===== src/rtl/north_bus_arbiter_pkg.sv =====
// north_arb_pkg: shared types and constants for the north memory port arbiter.
//   arb_state_e : arbiter FSM states (IDLE=0, ISSUE=1, WAIT=2)
//   TO_CNT_W    : width of the per-beat wait counter (timeout build only)
//   RW_READ / RW_WRITE : encoding of the per-master req_wr bit
package north_arb_pkg;

    typedef enum logic [1:0] {
        ST_IDLE  = 2'd0,
        ST_ISSUE = 2'd1,
        ST_WAIT  = 2'd2
    } arb_state_e;

    localparam int   TO_CNT_W = 8;
    localparam logic RW_READ  = 1'b0;
    localparam logic RW_WRITE = 1'b1;

endpackage


===== src/rtl/north_bus_arbiter_if.sv =====
// north_bus_arbiter_if: bundle of requester-side and north-memory-side signals.
//   master modport : requesters plus north memory model (drive req*, data_north, mem_rdy)
//   slave modport  : the arbiter (drives gnt/done/err/rdata and the north port)
interface north_bus_arbiter_if #(
    parameter int NUM_REQ = 2,
    parameter int ADDR_W  = 32,
    parameter int DATA_W  = 16
);
    logic [NUM_REQ-1:0]        req;
    logic [NUM_REQ-1:0]        req_lock;
    logic [NUM_REQ-1:0]        req_wr;
    logic [NUM_REQ*ADDR_W-1:0] req_addr;
    logic [NUM_REQ*DATA_W-1:0] req_wdata;
    logic [NUM_REQ-1:0]        gnt;
    logic [NUM_REQ-1:0]        done;
    logic                      err;
    logic [DATA_W-1:0]         rdata;
    logic [ADDR_W-1:0]         addr;
    logic [DATA_W-1:0]         write_data;
    logic                      mem_read_north;
    logic                      mem_write_north;
    logic [DATA_W-1:0]         data_north;
    logic                      mem_rdy;

    modport master (
        output req, req_lock, req_wr, req_addr, req_wdata, data_north, mem_rdy,
        input  gnt, done, err, rdata, addr, write_data, mem_read_north, mem_write_north
    );

    modport slave (
        input  req, req_lock, req_wr, req_addr, req_wdata, data_north, mem_rdy,
        output gnt, done, err, rdata, addr, write_data, mem_read_north, mem_write_north
    );
endinterface


===== src/rtl/north_bus_arbiter_rr_priority_picker.sv =====
// rr_priority_picker: combinational round-robin pick.
//   req  in  NUM_REQ : pending requests
//   ptr  in  IDX_W   : index of the last served master
//   pick out NUM_REQ : one-hot first requester after ptr (wrapping), or zero
module rr_priority_picker #(
    parameter int NUM_REQ = 2,
    parameter int IDX_W   = 1
) (
    input  logic [NUM_REQ-1:0] req,
    input  logic [IDX_W-1:0]   ptr,
    output logic [NUM_REQ-1:0] pick
);

    // Scan offsets 1..NUM_REQ from the pointer; the first set request wins.
    always_comb begin
        logic found;
        pick  = '0;
        found = 1'b0;
        for (int off = 1; off <= NUM_REQ; off++) begin
            for (int i = 0; i < NUM_REQ; i++) begin
                if (!found && req[i] && (((int'(ptr) + off) % NUM_REQ) == i)) begin
                    pick[i] = 1'b1;
                    found   = 1'b1;
                end else begin
                    found   = found;
                end
            end
        end
    end

endmodule


===== src/rtl/north_bus_arbiter.sv =====
// north_bus_arbiter: round-robin arbiter sharing the 16-bit north memory port
// between NUM_REQ masters (0 = data mem interface, 1 = fetch/DMA).
//   clk, rst : clock and asynchronous active-high reset
//   bus      : north_bus_arbiter_if.slave (requests in; gnt/done/err/rdata out;
//              addr/write_data/mem_read_north/mem_write_north out; data_north/mem_rdy in)
// Optional feature macro: NORTH_ARB_TIMEOUT_EN adds a per-beat wait counter that
// aborts a beat with err=1 after TIMEOUT_CYC WAIT cycles without mem_rdy.
module north_bus_arbiter
    import north_arb_pkg::*;
#(
    parameter int NUM_REQ = 2,
    parameter int ADDR_W  = 32,
    parameter int DATA_W  = 16
`ifdef NORTH_ARB_TIMEOUT_EN
    ,
    parameter int TIMEOUT_CYC = 255
`endif
) (
    input  logic               clk,
    input  logic               rst,
    north_bus_arbiter_if.slave bus
);

    localparam int IDX_W = (NUM_REQ > 1) ? $clog2(NUM_REQ) : 1;

    arb_state_e          state_q, state_d;
    logic [NUM_REQ-1:0]  gnt_q, gnt_d;
    logic [NUM_REQ-1:0]  done_q, done_d;
    logic [DATA_W-1:0]   rdata_q, rdata_d;
    logic [ADDR_W-1:0]   addr_q, addr_d;
    logic [DATA_W-1:0]   wdata_q, wdata_d;
    logic                rd_q, rd_d;
    logic                wr_q, wr_d;
    logic [IDX_W-1:0]    ptr_q, ptr_d;
    logic [IDX_W-1:0]    owner_q, owner_d;
`ifdef NORTH_ARB_TIMEOUT_EN
    localparam logic [TO_CNT_W-1:0] TO_LAST = TO_CNT_W'(TIMEOUT_CYC - 1);
    logic                err_q, err_d;
    logic [TO_CNT_W-1:0] cnt_q, cnt_d;
`endif

    logic [NUM_REQ-1:0]  pick_s;
    logic [IDX_W-1:0]    pick_idx_s;
    logic [ADDR_W-1:0]   pick_addr_s;
    logic [DATA_W-1:0]   pick_wdata_s;
    logic [ADDR_W-1:0]   own_addr_s;
    logic [DATA_W-1:0]   own_wdata_s;
    logic                own_wr_s;
    logic                own_req_s;
    logic                own_lock_s;

    rr_priority_picker #(
        .NUM_REQ (NUM_REQ),
        .IDX_W   (IDX_W)
    ) u_picker (
        .req  (bus.req),
        .ptr  (ptr_q),
        .pick (pick_s)
    );

    // Select the fields of the freshly picked master and of the current owner.
    always_comb begin
        pick_idx_s   = '0;
        pick_addr_s  = '0;
        pick_wdata_s = '0;
        own_addr_s   = '0;
        own_wdata_s  = '0;
        own_wr_s     = 1'b0;
        own_req_s    = 1'b0;
        own_lock_s   = 1'b0;
        for (int i = 0; i < NUM_REQ; i++) begin
            if (pick_s[i]) begin
                pick_idx_s   = IDX_W'(i);
                pick_addr_s  = bus.req_addr[i*ADDR_W +: ADDR_W];
                pick_wdata_s = bus.req_wdata[i*DATA_W +: DATA_W];
            end else begin
                pick_idx_s   = pick_idx_s;
            end
            if (owner_q == IDX_W'(i)) begin
                own_addr_s  = bus.req_addr[i*ADDR_W +: ADDR_W];
                own_wdata_s = bus.req_wdata[i*DATA_W +: DATA_W];
                own_wr_s    = bus.req_wr[i];
                own_req_s   = bus.req[i];
                own_lock_s  = bus.req_lock[i];
            end else begin
                own_wr_s    = own_wr_s;
            end
        end
    end

    // Next-state logic for the IDLE -> ISSUE -> WAIT beat sequence.
    always_comb begin
        state_d = state_q;
        gnt_d   = gnt_q;
        done_d  = '0;
        rdata_d = rdata_q;
        addr_d  = addr_q;
        wdata_d = wdata_q;
        rd_d    = rd_q;
        wr_d    = wr_q;
        ptr_d   = ptr_q;
        owner_d = owner_q;
`ifdef NORTH_ARB_TIMEOUT_EN
        err_d   = 1'b0;
        cnt_d   = cnt_q;
`endif
        case (state_q)
            ST_IDLE: begin
                if (|bus.req) begin
                    gnt_d   = pick_s;
                    owner_d = pick_idx_s;
                    addr_d  = pick_addr_s;
                    wdata_d = pick_wdata_s;
                    state_d = ST_ISSUE;
                end else begin
                    state_d = ST_IDLE;
                end
            end
            ST_ISSUE: begin
                // Re-latching here also picks up the next beat of a locked chain,
                // which the owner presents only after seeing its done pulse.
                addr_d  = own_addr_s;
                wdata_d = own_wdata_s;
                rd_d    = (own_wr_s == RW_READ);
                wr_d    = (own_wr_s == RW_WRITE);
`ifdef NORTH_ARB_TIMEOUT_EN
                cnt_d   = '0;
`endif
                state_d = ST_WAIT;
            end
            ST_WAIT: begin
                if (bus.mem_rdy) begin
                    rd_d   = 1'b0;
                    wr_d   = 1'b0;
                    done_d = gnt_q;
                    ptr_d  = owner_q;
                    if (rd_q) begin
                        rdata_d = bus.data_north;
                    end else begin
                        rdata_d = rdata_q;
                    end
                    // A lock with the request already dropped counts as unlocked.
                    if (own_lock_s && own_req_s) begin
                        state_d = ST_ISSUE;
                    end else begin
                        gnt_d   = '0;
                        state_d = ST_IDLE;
                    end
                end
`ifdef NORTH_ARB_TIMEOUT_EN
                else if (cnt_q == TO_LAST) begin
                    rd_d    = 1'b0;
                    wr_d    = 1'b0;
                    done_d  = gnt_q;
                    err_d   = 1'b1;
                    ptr_d   = owner_q;
                    gnt_d   = '0;
                    state_d = ST_IDLE;
                end else begin
                    cnt_d   = cnt_q + 8'd1;
                end
`else
                else begin
                    state_d = ST_WAIT;
                end
`endif
            end
            default: begin
                gnt_d   = '0;
                rd_d    = 1'b0;
                wr_d    = 1'b0;
                state_d = ST_IDLE;
            end
        endcase
    end

    // State and registered outputs; reset drops strobes and grant immediately.
    always_ff @(posedge clk or posedge rst) begin
        if (rst) begin
            state_q <= ST_IDLE;
            gnt_q   <= '0;
            done_q  <= '0;
            rdata_q <= '0;
            addr_q  <= '0;
            wdata_q <= '0;
            rd_q    <= 1'b0;
            wr_q    <= 1'b0;
            ptr_q   <= IDX_W'(NUM_REQ - 1);
            owner_q <= '0;
`ifdef NORTH_ARB_TIMEOUT_EN
            err_q   <= 1'b0;
            cnt_q   <= '0;
`endif
        end else begin
            state_q <= state_d;
            gnt_q   <= gnt_d;
            done_q  <= done_d;
            rdata_q <= rdata_d;
            addr_q  <= addr_d;
            wdata_q <= wdata_d;
            rd_q    <= rd_d;
            wr_q    <= wr_d;
            ptr_q   <= ptr_d;
            owner_q <= owner_d;
`ifdef NORTH_ARB_TIMEOUT_EN
            err_q   <= err_d;
            cnt_q   <= cnt_d;
`endif
        end
    end

    assign bus.gnt             = gnt_q;
    assign bus.done            = done_q;
    assign bus.rdata           = rdata_q;
    assign bus.addr            = addr_q;
    assign bus.write_data      = wdata_q;
    assign bus.mem_read_north  = rd_q;
    assign bus.mem_write_north = wr_q;
`ifdef NORTH_ARB_TIMEOUT_EN
    assign bus.err             = err_q;
`else
    assign bus.err             = 1'b0;
`endif

endmodule


===== src/flat_wrapper.sv =====
// flat-port wrapper written by rule: the top's interface ports become plain ports
module north_bus_arbiter_flat import north_arb_pkg::*;
#(
    parameter int NUM_REQ = 2,
    parameter int ADDR_W  = 32,
    parameter int DATA_W  = 16

)
  (clk, rst, bus_req, bus_req_lock, bus_req_wr, bus_req_addr, bus_req_wdata, bus_data_north, bus_mem_rdy, bus_gnt, bus_done, bus_err, bus_rdata, bus_addr, bus_write_data, bus_mem_read_north, bus_mem_write_north);
  north_bus_arbiter_if #(.NUM_REQ(NUM_REQ), .ADDR_W(ADDR_W), .DATA_W(DATA_W)) bus_i ();
  input  logic clk;
  input  logic rst;
  input wire logic [$bits(bus_i.req)-1:0] bus_req;
  input wire logic [$bits(bus_i.req_lock)-1:0] bus_req_lock;
  input wire logic [$bits(bus_i.req_wr)-1:0] bus_req_wr;
  input wire logic [$bits(bus_i.req_addr)-1:0] bus_req_addr;
  input wire logic [$bits(bus_i.req_wdata)-1:0] bus_req_wdata;
  input wire logic [$bits(bus_i.data_north)-1:0] bus_data_north;
  input wire logic [$bits(bus_i.mem_rdy)-1:0] bus_mem_rdy;
  output wire logic [$bits(bus_i.gnt)-1:0] bus_gnt;
  output wire logic [$bits(bus_i.done)-1:0] bus_done;
  output wire logic [$bits(bus_i.err)-1:0] bus_err;
  output wire logic [$bits(bus_i.rdata)-1:0] bus_rdata;
  output wire logic [$bits(bus_i.addr)-1:0] bus_addr;
  output wire logic [$bits(bus_i.write_data)-1:0] bus_write_data;
  output wire logic [$bits(bus_i.mem_read_north)-1:0] bus_mem_read_north;
  output wire logic [$bits(bus_i.mem_write_north)-1:0] bus_mem_write_north;
  assign bus_i.req = bus_req;
  assign bus_i.req_lock = bus_req_lock;
  assign bus_i.req_wr = bus_req_wr;
  assign bus_i.req_addr = bus_req_addr;
  assign bus_i.req_wdata = bus_req_wdata;
  assign bus_i.data_north = bus_data_north;
  assign bus_i.mem_rdy = bus_mem_rdy;
  assign bus_gnt = bus_i.gnt;
  assign bus_done = bus_i.done;
  assign bus_err = bus_i.err;
  assign bus_rdata = bus_i.rdata;
  assign bus_addr = bus_i.addr;
  assign bus_write_data = bus_i.write_data;
  assign bus_mem_read_north = bus_i.mem_read_north;
  assign bus_mem_write_north = bus_i.mem_write_north;
  north_bus_arbiter #(.NUM_REQ(NUM_REQ), .ADDR_W(ADDR_W), .DATA_W(DATA_W)) u_core (.clk(clk), .rst(rst), .bus(bus_i));
endmodule

===== config.mk =====
export PLATFORM = sky130hd
export DESIGN_NAME = north_bus_arbiter_flat
export DESIGN_NICKNAME = d
export VERILOG_FILES = /design/src/rtl/north_bus_arbiter_pkg.sv /design/src/rtl/north_bus_arbiter_if.sv /design/src/rtl/north_bus_arbiter_rr_priority_picker.sv /design/src/rtl/north_bus_arbiter.sv /design/src/flat_wrapper.sv
export SDC_FILE = /design/constraint.sdc
export NUM_CORES = 1
export LEC_CHECK = 0
export ABC_CLOCK_PERIOD_IN_PS = 3400
export CAP_MARGIN = 20
export CORE_MARGIN = 2
export CORE_UTILIZATION = 43
export DETAILED_ROUTE_END_ITERATION = 12
export PLACE_DENSITY = 0.81
export SYNTH_ARGS = -nofsm -noshare
export SYNTH_HDL_FRONTEND = slang
export SYNTH_SLANG_ARGS = --single-unit
export TNS_END_PERCENT = 50

===== constraint.sdc =====
create_clock -name clk -period 3.4 [get_ports clk]
set_input_delay 1.02 -clock clk [delete_from_list [all_inputs] [get_ports clk]]
set_output_delay 1.02 -clock clk [all_outputs]
set_load 0.02 [all_outputs]

==> results.sh <==
export IMPL_yosysSeqAreaShare_pct=40.6
export IMPL_worstPathRequired_ns=3.66
export IMPL_cts_htree_levels=3
export IMPL_synth_edf_count=0
export IMPL_peakVddDrop_v=0.000384
export IMPL_power_share_combinational_pct=57.0
export IMPL_start_util_pct=44.2
export IMPL_powerDensity_nw_per_um2=831
export IMPL_run_status="finished, final reports clean"
export IMPL_report_final_setup_viol=0
export IMPL_portBuffers=190
export IMPL_cts_tree="built"
export IMPL_min_path_cells=1
export IMPL_ys_flop_type="dfrtp_1"
export IMPL_grt_util_all_layers_pct=25.6
export IMPL_clockRootBuffer="clkbuf_8"
export IMPL_max_slew_worst_pin_slew_ns=0.798
export IMPL_drt_pass1_iter_count=6
export IMPL_diodes=0
export IMPL_worst_setup_path_end_kind="flip-flop"
export IMPL_post_route_min_period_ns=2.53
export IMPL_worstPathArrival_ns=2.78
export IMPL_min_period_over_period_pct=74.3
export IMPL_fmax_mhz=396
export IMPL_clockPowerShare_pct=12.8
export IMPL_p_int_uw=3130
export IMPL_die_h_um=107
export IMPL_hold_buffers=0
export IMPL_rows=37
export IMPL_cts_resized=0
export IMPL_p_leak_uw=0.00251
export IMPL_place_ws_ns=0.525
export IMPL_ff2ff_path_depth=5
export IMPL_drtIter0Drc=373
export IMPL_numCtsBuffers=9
export IMPL_vias_per_cell=6.00
export IMPL_synth_cell_area_um2=4560
export IMPL_dp_hpwl_um=9840
export IMPL_synth_seq_cells=74
export IMPL_hold_viol=0
export IMPL_post_synth_top_count_cell="dfrtp_1"
export IMPL_holdWs_ns=0.501
export IMPL_finalWirelength_um=14500
export IMPL_p_switching_uw=2440
export IMPL_seqCellArea_um2=1860
export IMPL_cts_sinks=74
export IMPL_rsz0062_at_grt="no"
export IMPL_relSlewSlack_pct=46.8
export IMPL_multiInputGateArea_um2=2430
export IMPL_ys_types=40
export IMPL_swShare_pct=43.9
export IMPL_place_congestion=0.903
export IMPL_tns_ns=0
export IMPL_post_drt_wl_per_cell_um=18.7
export IMPL_postCtsSetupRepairBufs=0
export IMPL_drcViolationCount=0
export IMPL_synthArstFlopShare_pct=100
export IMPL_ys_top_cells_by_count="dfrtp_1 (73), a211oi_1 (48), a221oi_1 (48), nor2b_1 (48), o31ai_1 (48)"
export IMPL_setup_ws_ns=0.875
export IMPL_fin_skew_ns=0.0131
export IMPL_seqPwrFrac_pct=30.3
export IMPL_grt_overflow=0
export IMPL_worst_setup_path_start_kind="primary input"
export IMPL_clk_pin_slew_worst_paths_ns=0.08
export IMPL_synth_top_area_share_pct=40.1
export IMPL_io_pins=192
export IMPL_clkLatencyLatePin_ns=0.36
export IMPL_avgSynthCellArea_um2=9.54
export IMPL_yosys_area_top_type="dfrtp_1"
export IMPL_ys_top_cells_by_area="dfrtp_1 (40%), a221oi_1 (9.2%), a211oi_1 (7.9%)"
export IMPL_grt_max_degree=75
export IMPL_nNetsFinal=757
export IMPL_chipWidth_um=107
export IMPL_area_delta_synth_final_pct=47.1
export IMPL_grt_pass1_wl_um=23300
export IMPL_drv_cap=0
export IMPL_slew_viol_final=0
export IMPL_antenna_found_initial=0
export IMPL_netlist_instances=478
export IMPL_ys_warn_count=0
export IMPL_die_area_um2=11400
export IMPL_postSynthNetCount=599
export IMPL_grt_pass1_vias=4744
export IMPL_path_max_fanout=35
export IMPL_core_area_um2=10300
export IMPL_clk_path_buf_depth=2
export IMPL_via_count=4663
export IMPL_drive_above_1_share_pct=7.80
export IMPL_nFillCells=819
export IMPL_hold_class="reg -> reg"
export IMPL_criticalPathCategory="in -> reg"
export IMPL_ant_nets=0
[final cells by class]
cell class	count	share of cell area (%)
clock buffer	9	1.85
clock inverter	7	1.14
inverter	4	0.224
multi-input combinational	342	36.2
sequential	74	27.7
tap	136	2.54
timing repair buffer	205	30.4
[cell families (layout without fill, tap and decap cells)]
family	after synthesis	count (layout)	synth area share, %
buffers and inverters	62	225	6.53
multiplexers	18	18	4.42
AO/OA/AOI/OAI	203	203	31.9
other	1	1	0.0822
flip-flops	74	74	40.6
AND/OR/NAND/NOR	120	120	16.4
[final timing paths]
path	startpoint	to	slack [ns]
min in group asynchronous	rst	u_core.bus.write_data[2]	1.07
worst min-delay path	u_core.bus.rdata[10]	u_core.bus.rdata[10]	0.50
worst max-delay path	bus_req[1]	u_core.bus.addr[21]	0.87
worst min register to register	u_core.bus.rdata[10]	u_core.bus.rdata[10]	0.50
worst max register to register	u_core.state_q[1]	u_core.bus.addr[11]	1.27
max in group asynchronous	rst	u_core.owner_q	1.99
[per-layer routing]
metal,vias to the layer above,wire (µm),track usage [%]
li1,2138,-,-
met1,2239,5980,34.1
met2,261,7010,41.0
met3,25,1300,4.62
met4,0,248,11.0
met5,-,0,0
[placed cells by master (no fill, tap or decap), drive strengths merged, types with 3 or more instances in the layout]
| cell type | netlist | layout |
|---|---|---|
| clkdlybuf4s50 | 0 | 190 |
| a211oi | 48 | 48 |
| nor2b | 49 | 49 |
| and3 | 3 | 3 |
| clkbuf | 35 | 9 |
| inv | 4 | 6 |
| o31ai | 48 | 48 |
| nor2 | 3 | 3 |
| dfrtp | 73 | 73 |
| mux2 | 17 | 17 |
| a221oi | 48 | 48 |
| buf | 23 | 15 |
| or2 | 3 | 3 |
| nand2 | 6 | 6 |
| and2 | 47 | 47 |
| o21ai | 51 | 51 |
[power groups by stage]
stage | Combinational (µW) | Sequential [µW] | Clock, µW
final | 3180 | 1690 | 712
after global routing | 3420 | 1740 | 767
after CTS | 3180 | 1680 | 723
after detailed placement | 3180 | 1700 | 0
after global placement | 3070 | 1680 | 0
after floorplan | 1550 | 2000 | 0
[flip-flops by register name, summed over array words and instances, names as in the netlist, 2 cells and up]
| signal | flops |
|---|---|
| u_core.bus.addr | 32 |
| u_core.bus.rdata | 16 |
| u_core.bus.write_data | 16 |
| u_core.bus.done | 2 |
| u_core.bus.gnt | 2 |
| u_core.state_q | 2 |
[metrics by stage]
step / utilization [%] / power (µW) / cells / area, µm²
floorplan: - / 3550 / 478 / 4560
global placement: 63.0 / 4750 / 761 / 6510
detailed placement: 63.0 / 4870 / 761 / 6510
CTS: 65.0 / 5590 / 777 / 6710
global route: 65.0 / 5930 / 777 / 6710
finish: 65.0 / 5580 / 777 / 6710
[worst max-delay path, cell delays in order]
cell,delay [ns]
clkdlybuf4s50_1,0.67
a21boi_4,0.24
buf_4,0.38
a221oi_1,0.16
o31ai_1,0.29
Power figures use the tool's default switching activity.
